## src/rtl/mips_multicycle_controller.sv

```systemverilog
// Multicycle MIPS control FSM: sequences fetch/decode/execute/memory/writeback
// for R-type, lw, sw, beq, addi and j, and counts retired instructions.
module mips_multicycle_controller (
  input  logic        clk,
  input  logic        reset,
  input  logic [5:0]  opcode,
  input  logic [5:0]  funct,
  input  logic        zero,
  input  logic        mem_ready,
  output logic        mem_req,
  output logic        i_or_d,
  output logic        mem_write,
  output logic        ir_write,
  output logic        pc_en,
  output logic [1:0]  pc_src,
  output logic        alu_src_a,
  output logic [1:0]  alu_src_b,
  output logic [3:0]  alu_control,
  output logic        reg_dst,
  output logic        mem_to_reg,
  output logic        reg_write,
  output logic [3:0]  state,
  output logic        trap,
  output logic [31:0] instr_count
);

  typedef enum logic [3:0] {
    S_FETCH  = 4'd0,
    S_DECODE = 4'd1,
    S_MEMADR = 4'd2,
    S_MEMRD  = 4'd3,
    S_MEMWB  = 4'd4,
    S_MEMWR  = 4'd5,
    S_EXEC   = 4'd6,
    S_ALUWB  = 4'd7,
    S_BRANCH = 4'd8,
    S_ADDIEX = 4'd9,
    S_ADDIWB = 4'd10,
    S_JUMP   = 4'd11,
    S_TRAP   = 4'd12
  } state_t;

  localparam logic [5:0] OP_RTYPE = 6'b000000;
  localparam logic [5:0] OP_LW    = 6'b100011;
  localparam logic [5:0] OP_SW    = 6'b101011;
  localparam logic [5:0] OP_BEQ   = 6'b000100;
  localparam logic [5:0] OP_ADDI  = 6'b001000;
  localparam logic [5:0] OP_J     = 6'b000010;

  localparam logic [3:0] ALU_ADD = 4'b0010;
  localparam logic [3:0] ALU_SUB = 4'b0110;
  localparam logic [3:0] ALU_AND = 4'b0000;
  localparam logic [3:0] ALU_OR  = 4'b0001;
  localparam logic [3:0] ALU_SLT = 4'b0111;

  state_t      r_state;
  state_t      w_next;
  logic [31:0] r_instr_count;
  logic [3:0]  r_alu_hold;
  logic [3:0]  w_funct_alu;
  logic        w_funct_ok;
  logic        w_retire;

  // NOTE: sequential state uses non-blocking assignments so every register
  // samples the pre-edge values; reset here is synchronous to clk.
  always_ff @(posedge clk) begin
    if (reset) begin
      r_state       <= S_FETCH;
      r_instr_count <= 32'd0;
      r_alu_hold    <= 4'd0;
    end else begin
      r_state <= w_next;
      if (w_retire) r_instr_count <= r_instr_count + 32'd1;
      if (r_state == S_EXEC) r_alu_hold <= w_funct_alu;
    end
  end

  // NOTE: every always_comb output gets a default first so no latch is inferred.
  always_comb begin
    w_funct_ok  = 1'b1;
    w_funct_alu = 4'd0;
    case (funct)
      6'b100000: w_funct_alu = ALU_ADD;
      6'b100010: w_funct_alu = ALU_SUB;
      6'b100100: w_funct_alu = ALU_AND;
      6'b100101: w_funct_alu = ALU_OR;
      6'b101010: w_funct_alu = ALU_SLT;
      default:   w_funct_ok  = 1'b0;
    endcase
  end

  always_comb begin
    w_next   = r_state;
    w_retire = 1'b0;
    case (r_state)
      S_FETCH:  if (mem_ready) w_next = S_DECODE;
      S_DECODE: begin
        case (opcode)
          OP_RTYPE:     w_next = S_EXEC;
          OP_LW, OP_SW: w_next = S_MEMADR;
          OP_BEQ:       w_next = S_BRANCH;
          OP_ADDI:      w_next = S_ADDIEX;
          OP_J:         w_next = S_JUMP;
          default:      w_next = S_TRAP;
        endcase
      end
      S_MEMADR: w_next = (opcode == OP_SW) ? S_MEMWR : S_MEMRD;
      S_MEMRD:  if (mem_ready) w_next = S_MEMWB;
      S_MEMWR:  if (mem_ready) begin
        w_next   = S_FETCH;
        w_retire = 1'b1;
      end
      S_EXEC:   w_next = w_funct_ok ? S_ALUWB : S_TRAP;
      S_ADDIEX: w_next = S_ADDIWB;
      S_MEMWB, S_ALUWB, S_BRANCH, S_ADDIWB, S_JUMP: begin
        w_next   = S_FETCH;
        w_retire = 1'b1;
      end
      S_TRAP:   w_next = S_TRAP;
      // Unused codes recover to FETCH without counting a retirement.
      default:  w_next = S_FETCH;
    endcase
  end

  always_comb begin
    mem_req     = 1'b0;
    i_or_d      = 1'b0;
    mem_write   = 1'b0;
    ir_write    = 1'b0;
    pc_en       = 1'b0;
    pc_src      = 2'b00;
    alu_src_a   = 1'b0;
    alu_src_b   = 2'b00;
    alu_control = 4'd0;
    reg_dst     = 1'b0;
    mem_to_reg  = 1'b0;
    reg_write   = 1'b0;
    trap        = 1'b0;
    case (r_state)
      S_FETCH: begin
        mem_req     = 1'b1;
        alu_src_b   = 2'b01;
        alu_control = ALU_ADD;
        ir_write    = mem_ready;
        pc_en       = mem_ready;
      end
      S_DECODE: begin
        alu_src_b   = 2'b11;
        alu_control = ALU_ADD;
      end
      S_MEMADR, S_ADDIEX: begin
        alu_src_a   = 1'b1;
        alu_src_b   = 2'b10;
        alu_control = ALU_ADD;
      end
      S_MEMRD: begin
        mem_req = 1'b1;
        i_or_d  = 1'b1;
      end
      S_MEMWB: begin
        reg_write  = 1'b1;
        mem_to_reg = 1'b1;
      end
      S_MEMWR: begin
        mem_req   = 1'b1;
        i_or_d    = 1'b1;
        mem_write = 1'b1;
      end
      S_EXEC: begin
        alu_src_a   = 1'b1;
        alu_control = w_funct_alu;
      end
      S_ALUWB: begin
        reg_write   = 1'b1;
        reg_dst     = 1'b1;
        alu_control = r_alu_hold;
      end
      S_BRANCH: begin
        alu_src_a   = 1'b1;
        alu_control = ALU_SUB;
        pc_src      = 2'b01;
        pc_en       = zero;
      end
      S_ADDIWB: reg_write = 1'b1;
      S_JUMP: begin
        pc_src = 2'b10;
        pc_en  = 1'b1;
      end
      S_TRAP: trap = 1'b1;
      default: ;
    endcase
    if (reset) begin
      pc_en     = 1'b0;
      ir_write  = 1'b0;
      reg_write = 1'b0;
      mem_write = 1'b0;
      mem_req   = 1'b0;
    end
  end

  assign state       = r_state;
  assign instr_count = r_instr_count;

endmodule

```

## config.mk

```make
export PLATFORM = sky130hd
export DESIGN_NAME = mips_multicycle_controller
export DESIGN_NICKNAME = d
export VERILOG_FILES = /design/src/rtl/mips_multicycle_controller.sv
export SDC_FILE = /design/constraint.sdc
export NUM_CORES = 1
export LEC_CHECK = 0
export BUFFER_PORTS_ARGS = -buffer_cell sky130_fd_sc_hd__clkbuf_2
export CAP_MARGIN = 20
export CORE_MARGIN = 5
export CORE_UTILIZATION = 40
export DETAILED_ROUTE_END_ITERATION = 16
export GPL_TIMING_DRIVEN = 0
export PLACE_DENSITY = 0.71
export SLEW_MARGIN = 15
export SYNTH_ARGS = -nofsm -noshare
export SYNTH_HDL_FRONTEND = slang
export SYNTH_SLANG_ARGS = --single-unit
```

## constraint.sdc

```tcl
create_clock -name clk -period 1.9 [get_ports clk]
set_clock_uncertainty 0.15 [all_clocks]
set_input_delay 0.38 -clock clk [delete_from_list [all_inputs] [get_ports clk]]
set_output_delay 0.38 -clock clk [all_outputs]
set_load 0.005 [all_outputs]
```

* Word-level counts from Yosys, hierarchy flattened
Index checks and enable logic that the tools add are counted.
Cells by class: equal/unequal tests 25, shift operators 0, mux-type cells 29, $mul 0, $lt $le $gt $ge 0, reduce and logical (&&, ||, !) cells 12, bitwise gates (word level) 0, div/mod/pow operators 0, add/subtract/negate cells 1
Operators by type and width (number):
- $eq 6x6->1 const B | 7
- $add 32x1->32 const B | 1
- $pmux 4 s8 | 1
- $eq 4x4->1 const B | 5
- $pmux 4 s5 | 1
- $eq 4x3->1 const B | 4
- $mux 1 | 16
- $mux 4 | 4
- $pmux 4 s4 | 1
- $pmux 3 s4 | 1
- $reduce_or 5->1 | 2
- $eq 4x2->1 const B | 2
- $reduce_or 4->1 | 2
- $eq 6x2->1 const B | 1
- $eq 6x3->1 const B | 1
- $eq 6x4->1 const B | 1
- $logic_not 6->1 | 1
- $ne 2x2->1 const B | 3
- $pmux 2 s3 | 1
- $reduce_or 2->1 | 3
- $reduce_or 3->1 | 2
- $eq 4x1->1 const B | 1
- $logic_not 4->1 | 1
- $pmux 2 s2 | 1
- other kinds (4) | 4
Storage, ports and cells: memories kept 0, register bits after elaboration 40, word-level logic and storage cells 70, memory bits (read-only) 0, input bits 16, RAM bits 0, output and inout port bits 54, latch bits 0

* Depth between registers and ports, before layout
Gate-level depths: netlist (run 1).
depth after elaboration 5, gate-level depth with buffers 7, depth with buffers taken out 5

* Worst setup path before layout (run 1)
No wires, ideal clock.
path kind register to output, start point register r_state[3] (netlist: state[3]), end point output port pc_en, path buffers 2, data arrival time 1.434 ns, path slack -0.064 ns, cell stages (with the launch flop) 7, required time 1.370 ns, path through dfxtp_1 > clkbuf_1 > buf_1 > nand2_1 > a211oi_1 > a31oi_1 > nor3_1
On the way: cells in the longest elaborated chain, start to end 3, elaborated cells on any way between the ends 5, classes of those cells eq/ne (2); mux (2); reduce/logical (1)
Ends and longest elaborated chain:
- start: declaration | line 56 | state_t r_state;
- start signal: assignment | line 72 | r_state <= w_next;
- $eq 4x4->1 / $logic_not 4->1 (equally long branches) | line 139 | case (r_state)
- $pmux 1 s3 * | line 139
- $mux 1 * | line 192 | if (reset) begin
- end: declaration | line 14 | output logic pc_en,
Every way passes the cells marked *; elsewhere a longest branch is shown, timed or not.

* Worst setup path in the final report (run 1)
start point register r_state[1] (netlist: state[1]), end point output port alu_control[2]
On the way: cells in the longest elaborated chain, start to end 3, elaborated cells on any way between the ends 9, classes of those cells eq/ne (6); mux (1); reduce/logical (2)
Ends and longest elaborated chain:
- $eq 4x2->1, or another cell as far along | line 139
- $reduce_or 4->1 (no line)
- $pmux 4 s4 * | line 139
- end: declaration | line 18 | output logic [3:0] alu_control,
Marked as above.

==> out/metrics.yaml, run 1 <==
sta:
  finalCriticalPeriod_ns: 2.08
  final-setup-viol-count: 30
  slew_violations: 0
  period_share: 1.09
  hold_viol: 0
  slew_headroom: 0.635
  clock.fmax_mhz: 481
  tns_ns: -2.19
  worst_pin_slew_ns: 0.547
  fin_ws_ns: -0.178
  rsz0062_at_grt: "yes"
critical_path:
  required_ns: 1.37
  rr_worst_depth: 10
  cp-start-kind: "register"
  ff2ff_setup_slack_ns: -0.11
  critPathMaxFanout: 7
  crit_start: "state[1]"
  reg2reg_from: "state[1]"
  endpoint: "alu_control[2]"
  cpPeakStageDelay_ns: 0.38
  crit_arrival_ns: 1.55
  slowest_stage: "dfxtp_4"
  critPathKind: "reg -> out"
  crit_chain: "buf_6 > nand4bb_4 > nor3b_4 > nand3_2 > nand2_1 > clkbuf_2"
  crit_path_end_kind: "output pin"
  r2r-end: "r_alu_hold[2]"
place:
  io_buffers: 67
  place_ws_ns: -0.306
  gp_congestion: 0.910
  hpwl_um: 5000
synth:
  synth_simple_gate_area_frac: 0.331
  ys_warn_count: 0
  synth_seq_cells: 39
  synth_compound_area_frac: 0.226
  netlist_top_cells_count: "dfxtp_1 (39), a21oi_1 (33), nor2_1 (31)"
  synthMuxAreaShare: 0.00481
  synthAdderAreaFrac: 0.00534
  synth_top_area_frac: 0.334
  synth_cell_types: 50
  synth.avg_cell_area_um2: 7.65
  yosys.area.top_type: "dfxtp_1"
  synth_fp_nets: 323
  synth_edf_count: 0
  synth_top_family_by_area: "simple AND/OR/NAND/NOR gates"
  synth_top_cells_by_area: "dfxtp_1 (33%), a21oi_1 (7.1%), nor2_1 (5.0%)"
  ys_dominant_reg_cell: "dfxtp_1"
  syn-cell-area_um2: 2340
  synthCells: 306
  async_flop_share: 0
  synth.most_common_cell: "dfxtp_1"
  ys_seq_area_frac: 0.334
  synth_xor_area_frac: 0.0524
global_routing:
  grt_max_degree: 13
  grt.overflow.total: 0
  grt_antenna_before_repair: 0
  grt_pass1_wl_um: 12800
  track_usage: 0.207
  grt_pass1_vias: 2710
hold_path:
  hp-start: "r_alu_hold[0]"
  hold-path-cell-count: 2
  hold_path.class: "reg -> reg"
outcome:
  outcome: "finished, violations left"
  violations: "setup timing"
detailed_routing:
  drt-vias-per-instance: 5.88
  drt_iter0_markers: 262
  vias: 2960
  wl_per_cell_um: 17.1
  detail-route-antenna-nets: 0
  wirelength_um: 8600
  drc: 0
  first_pass_iters: 4
clock_tree:
  clk_pin_slew_ns: 0.07
  clock-sinks: 39
  htreeDepth: 2
  cts.path.max_buffers: 2
  cts_tree: "done"
  cts-buffers-inserted: 5
  cts_root_buffer: "clkbuf_8"
  ctsHoldBuffers: 0
  clk-insertion-delay-late_ns: 0.30
power:
  p_leak_nw: 1.50
  pwr_density_cell_nw_per_um2: 563
  power_mw: 2.13
  peakVddDrop_mv: 0.366
layout:
  nets: 447
  drive_above_1_share: 0.531
  area_delta_synth_final_pct: 61.7
  num_antenna_cells: 0
floorplanning:
  die_h_um: 86.5
  core_um2: 5610
  die_w_um: 86.5
  dieArea_um2: 7480
  start_util: 0.417
  rows: 27
  ios: 70
flow_run:
  max-cap-violations: 0
==> cell usage in the layout (no fill, tap or decap), types with 6 or more instances in the layout <==
cell / Yosys / routed
or3_1: 17 / 15
nand3_1: 10 / 9
inv_1: 7 / 6
buf_4: 2 / 45
dfxtp_2: 0 / 6
o21ai_0: 22 / 15
a21oi_2: 0 / 7
dfxtp_1: 39 / 19
clkbuf_8: 0 / 6
o2111ai_2: 1 / 6
xor2_1: 12 / 12
buf_6: 0 / 11
nand4_1: 7 / 7
a21oi_1: 33 / 26
clkbuf_2: 0 / 65
nand2_1: 24 / 19
dfxtp_4: 0 / 14
nor2_1: 31 / 25
==> power by group <==
part	switching, mW	internal, mW
clock	0.313	0.257
combinational	0.382	0.336
sequential	0.0233	0.820
total	0.719	1.41
==> through the flow <==
| step | util | cell area, µm² | instances | hold slack (ns) |
|---|---|---|---|---|
| floorplan | - | 2350 | 306 | 0.287 |
| global placement | 0.494 | 2770 | 445 | 0.293 |
| detailed placement | 0.494 | 2770 | 445 | 0.298 |
| CTS | 0.605 | 3390 | 487 | 0.280 |
| global route | 0.675 | 3790 | 503 | 0.337 |
| finish | 0.675 | 3790 | 503 | 0.312 |
==> worst min-delay path by stage <==
stage | to
floorplan | r_alu_hold[0]
global placement | r_alu_hold[2]
detailed placement | r_alu_hold[2]
global route | r_alu_hold[2]
finish | r_alu_hold[0]
CTS | r_alu_hold[0]
==> worst max-delay path, delay by kind of cell (launching register included) <==
kind          cells  cell delay, ns
buf+inv           2            0.24
simple gates      4            0.63
flops             1            0.38
==> repair_timing <==
| item | 4_1_cts | 5_1_grt |
|---|---|---|
| resized for setup | 88 | 76 |
| pin swaps | 17 | 28 |
| endpoints found under the setup margin | 38 | 45 |
| cloned | 2 | 0 |
| setup buffers | 32 | 16 |
==> layer usage <==
layer / GRT usage / vias to the layer above / share of wire
met4: 0.0623 / 0 / 0.020
met2: 0.340 / 136 / 0.49
met1: 0.270 / 1419 / 0.41
met5: 0 / - / 0
li1: - / 1381 / -
met3: 0.0485 / 24 / 0.083
==> logic make-up (layout without fill, tap and decap cells) <==
logic type,count (synthesis),count (layout)
simple gates,140,140
compound gates,85,85
flops,39,39
buf+inv,25,150
xor+xnor,14,14
fa+ha+maj,1,1
other cells,1,1
mux,1,1
==> flip-flops by register name, summed over array words and instances (netlist names) <==
| signal | flops |
|---|---|
| r_alu_hold | 3 |
| state | 4 |
| instr_count | 32 |
==> layout make-up <==
type,count,area (µm²)
buffer,18,188
clock buffer,6,72.6
clock inverter,2,12.5
fill,451,1820
inverter,7,31.3
multi-input combinational,242,1810
sequential,39,841
tap,72,90.1
timing repair buffer,117,737
Note: power is estimated with default switching activity, not from simulation.
==> inputs of run 2 (changes only) <==
--- a/config.mk
+++ b/config.mk
@@ -7,12 +7,14 @@
 export LEC_CHECK = 0
 export BUFFER_PORTS_ARGS = -buffer_cell sky130_fd_sc_hd__clkbuf_2
 export CAP_MARGIN = 20
+export CORE_ASPECT_RATIO = 1.4
 export CORE_MARGIN = 5
 export CORE_UTILIZATION = 40
 export DETAILED_ROUTE_END_ITERATION = 16
 export GPL_TIMING_DRIVEN = 0
 export PLACE_DENSITY = 0.71
-export SLEW_MARGIN = 15
+export SKIP_CTS_REPAIR_TIMING = 1
+export SLEW_MARGIN = 20
 export SYNTH_ARGS = -nofsm -noshare
 export SYNTH_HDL_FRONTEND = slang
 export SYNTH_SLANG_ARGS = --single-unit
==> run 2 against run 1 <==
Effect of this change: the flow still finishes with violations (setup timing); via count fell by 4.8%; clock power is 26% higher; register-to-register slack got worse by 0.11 ns; cell area shrank 6.0%; hold slack got worse by 0.075 ns; non-clock buffer count shrank 19; largest cell class unchanged; sequential power up 2%; combinational power decreased by 7.5%; worst setup slack got worse by 0.041 ns.
==> out/metrics.yaml, run 2 (synthesized netlist as in run 1, its figures left out) <==
clock_tree:
  cts_tree: "done"
  clk_pin_slew_ns: 0.08  # about the same
  clk-insertion-delay-late_ns: 0.29  # about the same
  cts-buffers-inserted: 5  # unchanged
  clock-sinks: 39  # unchanged
  cts_root_buffer: "clkbuf_8"
  cts.path.max_buffers: 2  # unchanged
  htreeDepth: 2  # unchanged
global_routing:
  grt_pass1_wl_um: 11000  # -14%
  grt_pass1_vias: 2463  # -9.1%
  track_usage: 0.182  # -0.0253
  grt.overflow.total: 0  # unchanged
  grt_max_degree: 13  # unchanged
  grt_antenna_before_repair: 0  # unchanged
layout:
  nets: 428  # -4.3%
  num_antenna_cells: 0  # unchanged
  drive_above_1_share: 0.473  # -0.0580
  design_area_um2: 3560  # -6.0%
  layout_commonest_cell: "clkbuf_2"
  largest_reg_flops: 32  # unchanged
  utilization: 0.615  # -0.0598
  fillCellCount: 497  # +10%
  area_delta_synth_final_pct: 52.0
  final_cell_mix: "clkbuf_2 (63), a21oi_1 (28), buf_4 (27)"
critical_path:
  critPathMaxFanout: 5  # -2
  r2r-end: "instr_count[30]"
  crit_path_end_kind: "register"
  crit_arrival_ns: 2.19  # +0.64 ns
  required_ns: 1.97  # +0.60 ns
  ff2ff_setup_slack_ns: -0.22  # -0.11 ns
  rr_worst_depth: 6  # -4
  critPathKind: "reg -> reg"
  reg2reg_from: "state[3]"
  cp-start-kind: "register"
sta:
  fin_ws_ns: -0.219  # -0.0408 ns
  finalCriticalPeriod_ns: 2.12  # +0.0408 ns
  hold_viol: 0  # unchanged
  slew_headroom: 0.604  # -0.0315
  period_share: 1.12  # +0.0215
  final-setup-viol-count: 30  # unchanged
  rsz0062_at_grt: "yes"
  worst_pin_slew_ns: 0.594  # +0.0472 ns
  clock.fmax_mhz: 472  # -1.9%
  slew_violations: 0  # unchanged
place:
  hpwl_um: 5140  # +2.9%
  gp_congestion: 0.920  # +1.2%
  io_buffers: 67  # unchanged
  dpl-instance-area_um2: 2770  # about the same
outcome:
  outcome: "finished, violations left"
  violations: "setup timing"
detailed_routing:
  vias: 2819  # -4.8%
  wl_per_cell_um: 16.5  # -3.5%
  detail-route-antenna-nets: 0  # unchanged
  drc: 0  # unchanged
  drt_iter0_markers: 127  # -52%
  first_pass_iters: 4  # unchanged
  wirelength_um: 7950  # -7.5%
  drt-vias-per-instance: 5.85  # -0.61%
floorplanning:
  die_h_um: 101  # +16%
  core_um2: 5780  # +3.1%
  die_w_um: 74.7  # -14%
  ios: 70  # unchanged
  rows: 33  # +22%
  start_util: 0.405  # -0.0125
  dieArea_um2: 7500  # +0.29%
power:
  power_mw: 2.24  # +5.0%
  p_leak_nw: 1.40  # -6.6%
  pwr_density_cell_nw_per_um2: 629  # +12%
  peakVddDrop_mv: 0.334  # -8.8%
hold_path:
  hp-start: "funct[1]"
  hold_path.class: "in -> reg"
  hold_end: "r_alu_hold[2]"
  hold-path-cell-count: 3  # +1
flow_run:
  max-cap-violations: 0  # unchanged
==> run 2: worst max-delay path by stage <==
stage                                from         endpoint  slack (ns)  depth (start not counted)
after CTS                        state[3]            pc_en       -0.65                          7
after global routing             state[3]  instr_count[29]       -0.30                          7
after floorplan           instr_count[22]  instr_count[31]        0.01                          5
after detailed placement         state[3]            pc_en       -0.33                          7
final                            state[3]  instr_count[30]       -0.22                          6
after global placement           state[3]            pc_en       -0.35                          7
==> run 2: layout make-up <==
type / instances / area (µm²) / share of cell area
plain buffers: 18 / 175 / 0.0492
clock buffers: 6 / 82.6 / 0.0232
clock inverters: 2 / 35.0 / 0.00985
inverters: 7 / 30.0 / 0.00844
multi-input cells: 242 / 1750 / 0.491
flip-flops and latches: 39 / 812 / 0.228
well taps: 70 / 87.6 / 0.0246
repair buffers: 98 / 588 / 0.165
==> run 2: through the flow <==
stage               setup slack (ns)  cells  hold slack, ns  setup TNS (ns)
finish                        -0.219    482           0.237           -2.95
global placement              -0.347    443           0.296           -4.88
CTS                           -0.648    451           0.243          -11.60
floorplan                     0.0141    306           0.287               0
global route                  -0.296    482           0.250           -5.77
detailed placement            -0.327    443           0.301           -5.76
==> run 2: power breakdown <==
part	internal [mW]	switching, mW	total, mW
combinational	0.316	0.348	0.664
clock	0.425	0.292	0.716
sequential	0.832	0.0255	0.858
==> run 2: critical path: stages (launching register included) <==
cell	delay, ns
dfxtp_4	0.36
buf_4	0.15
nand2b_4	0.16
nor3_4	0.35
o2111ai_4	0.20
or4_4	0.53
a21oi_2	0.15
==> run 2: layer usage <==
metal	track usage	wire length, µm
met1	0.215	3010
met2	0.320	4390
met3	0.0329	391
met4	0.0685	159
met5	0	0
==> inputs of run 3 (changes only) <==
--- a/config.mk
+++ b/config.mk
@@ -7,12 +7,14 @@
 export LEC_CHECK = 0
 export BUFFER_PORTS_ARGS = -buffer_cell sky130_fd_sc_hd__clkbuf_2
 export CAP_MARGIN = 20
+export CELL_PAD_IN_SITES_DETAIL_PLACEMENT = 1
+export CELL_PAD_IN_SITES_GLOBAL_PLACEMENT = 2
 export CORE_ASPECT_RATIO = 1.4
 export CORE_MARGIN = 5
-export CORE_UTILIZATION = 40
+export CORE_UTILIZATION = 28
 export DETAILED_ROUTE_END_ITERATION = 16
 export GPL_TIMING_DRIVEN = 0
-export PLACE_DENSITY = 0.71
+export PLACE_DENSITY = 0.82
 export SKIP_CTS_REPAIR_TIMING = 1
 export SLEW_MARGIN = 20
 export SYNTH_ARGS = -nofsm -noshare
==> constraint.sdc (replaced) <==
create_clock -name clk -period 2.1 [get_ports clk]
set_clock_uncertainty 0.15 [all_clocks]
set_input_delay 0.42 -clock clk [delete_from_list [all_inputs] [get_ports clk]]
set_output_delay 0.42 -clock clk [all_outputs]
set_load 0.005 [all_outputs]
==> run 3 against run 2 <==
Effect of this change: the flow still finishes with violations (setup timing); critical endpoint is now mem_req; die area increased by 37%; routed wire length increased by 2.9%; count of clock-buffer cells in the layout increased by 1; first-iteration DRC count decreased by 21%; core utilization decreased by 20 points; total power decreased by 9.7%; non-clock buffer count decreased by 12; via count decreased by 4.0%; cell area decreased by 5.4%; sequential share of layout area increased by 1.2 points; final cell count increased by 4.1%; clock power increased by 1%.
==> out/metrics.yaml, run 3 (synthesized netlist as in run 1, its figures left out) <==
outcome:
  outcome: "finished, violations left"
  violations: "setup timing"
sta:
  rsz0062_at_grt: "yes"
  hold_viol: 0  # unchanged
  clock.fmax_mhz: 475
  finalHoldWorstSlack_ns: 0.307  # +0.0702 ns
  slew_headroom: 0.438  # -0.166
  finalCriticalPeriod_ns: 2.11
  final-setup-viol-count: 1  # -97%
  tns_ns: -0.00638  # +2.94 ns
  worst_pin_slew_ns: 0.822  # +0.228 ns
  period_share: 1.00
  slew_violations: 0  # unchanged
  fin_ws_ns: -0.00638  # +0.212 ns
global_routing:
  grt.overflow.total: 0  # unchanged
  grt_max_degree: 12  # -1
  track_usage: 0.151  # -0.0307
  grt_pass1_vias: 2706  # +9.9%
  grt_antenna_before_repair: 0  # unchanged
  grt_pass1_wl_um: 12800  # +17%
detailed_routing:
  drc: 0  # unchanged
  first_pass_iters: 4  # unchanged
  drt-vias-per-instance: 5.39  # -7.9%
  detail-route-antenna-nets: 0  # unchanged
  wl_per_cell_um: 16.3  # -1.2%
  dr_wl_met2_um: 4600  # +4.7%
  drt_iter0_markers: 100  # -21%
  vias: 2705  # -4.0%
  wirelength_um: 8180  # +2.9%
  wl_met1_um: 3110  # +3.4%
  dr.max_layer_used: "met4"
  dr_wl_met3_um: 331  # -15%
hold_path:
  hp-start: "funct[1]"
  hold_path.class: "in -> reg"
  hold_end: "r_alu_hold[2]"
  hold-path-cell-count: 3  # unchanged
clock_tree:
  clk_pin_slew_ns: 0.06  # -0.02 ns
  cts_root_buffer: "clkbuf_16"
  cts.path.max_buffers: 2  # unchanged
  cts-buffers-inserted: 5  # unchanged
  htreeDepth: 2  # unchanged
  cts_tree: "done"
  clock-sinks: 39  # unchanged
  clk-insertion-delay-late_ns: 0.28  # about the same
critical_path:
  cp-start-kind: "register"
  rr_worst_depth: 6  # unchanged
  reg2reg_from: "instr_count[3]"
  required_ns: 1.53  # -0.44 ns
  crit_chain: "buf_6 > clkbuf_4 > nor3_1 > a21oi_1 > nor3_2 > clkbuf_2"
  crit_arrival_ns: 1.54  # -0.65 ns
  cpPeakStageDelay_ns: 0.33  # -0.20 ns
  ff2ff_setup_slack_ns: 0.04  # +0.26 ns
  crit_path_end_kind: "output pin"
  critPathBufInv: 3  # +2
  critPathKind: "reg -> out"
  critPathMaxFanout: 10  # +5
  slowest_stage: "dfxtp_2"
  path_delay_family: "buffers and inverters"
  r2r-end: "instr_count[31]"
floorplanning:
  core_um2: 8150  # +41%
  ios: 70  # unchanged
  die_h_um: 118  # +18%
  rows: 39  # +18%
  die_w_um: 87.3  # +17%
  start_util: 0.287  # -0.118
  dieArea_um2: 10300  # +37%
layout:
  fin_cells: 502  # +4.1%
  drive_above_1_share: 0.383  # -0.0908
  layout_commonest_cell: "clkbuf_2"
  nets: 416  # -2.8%
  design_area_um2: 3360  # -5.4%
  fillCellCount: 1002  # +100%
  utilization: 0.413  # -0.203
  area_delta_synth_final_pct: 43.7
  largest_reg_flops: 32  # unchanged
  num_antenna_cells: 0  # unchanged
  final_cell_mix: "clkbuf_2 (68), a21oi_1 (33), nor2_1 (28)"
place:
  dp_cells: 475  # +7.2%
  place_ws_ns: -0.424  # -0.0973 ns
  dpl-instance-area_um2: 2800  # +1.3%
  gp_congestion: 0.859  # -6.7%
  io_buffers: 67  # unchanged
  hpwl_um: 6210  # +21%
flow_run:
  max-cap-violations: 0  # unchanged
power:
  peakVddDrop_mv: 0.305  # -8.7%
  power_mw: 2.02  # -9.7%
  pwr_density_cell_nw_per_um2: 601  # -4.6%
  p_leak_nw: 1.34  # -4.3%
-- run 3: worst max-delay path by stage --
| stage | start | to | slack (ns) | depth (start not counted) |
|---|---|---|---|---|
| floorplan | state[3] | pc_en | 0.1 | 6 |
| global placement | state[3] | pc_en | -0.35 | 7 |
| detailed placement | state[3] | pc_en | -0.42 | 7 |
| CTS | state[3] | pc_en | -0.73 | 7 |
| global route | instr_count[14] | instr_count[25] | -0.09 | 6 |
| finish | state[2] | mem_req | -0.006 | 6 |
-- run 3: cell type report --
type                    instances  area [µm²]  area share
clock buffers                   7         133      0.0394
well taps                     102         128      0.0379
clock inverters                 1        5.00     0.00149
repair buffers                 86         482       0.143
flip-flops and latches         39         810       0.241
inverters                       7        31.3     0.00930
multi-input cells             242        1610       0.479
plain buffers                  18         165      0.0491
-- run 3: worst reg2reg max path, stage by stage (launching register included) --
cell and delay, ns:
dfxtp_1 0.42, and4_1 0.29, and3_1 0.25, o2111ai_2 0.17, buf_4 0.19, nor4_4 0.15, mux2_4 0.32
-- run 3: where the power goes --
group          switching, mW  leakage [nW]  internal (mW)
logic                  0.288         0.953          0.231
registers             0.0244         0.322          0.754
clock network          0.284        0.0679          0.439
total                  0.597          1.34           1.42
-- run 3: per-layer routing --
metal,vias to the layer above,track usage
met3,9,0.0244
met1,1326,0.167
met2,62,0.284
met5,-,0
li1,1308,-
met4,0,0.0480
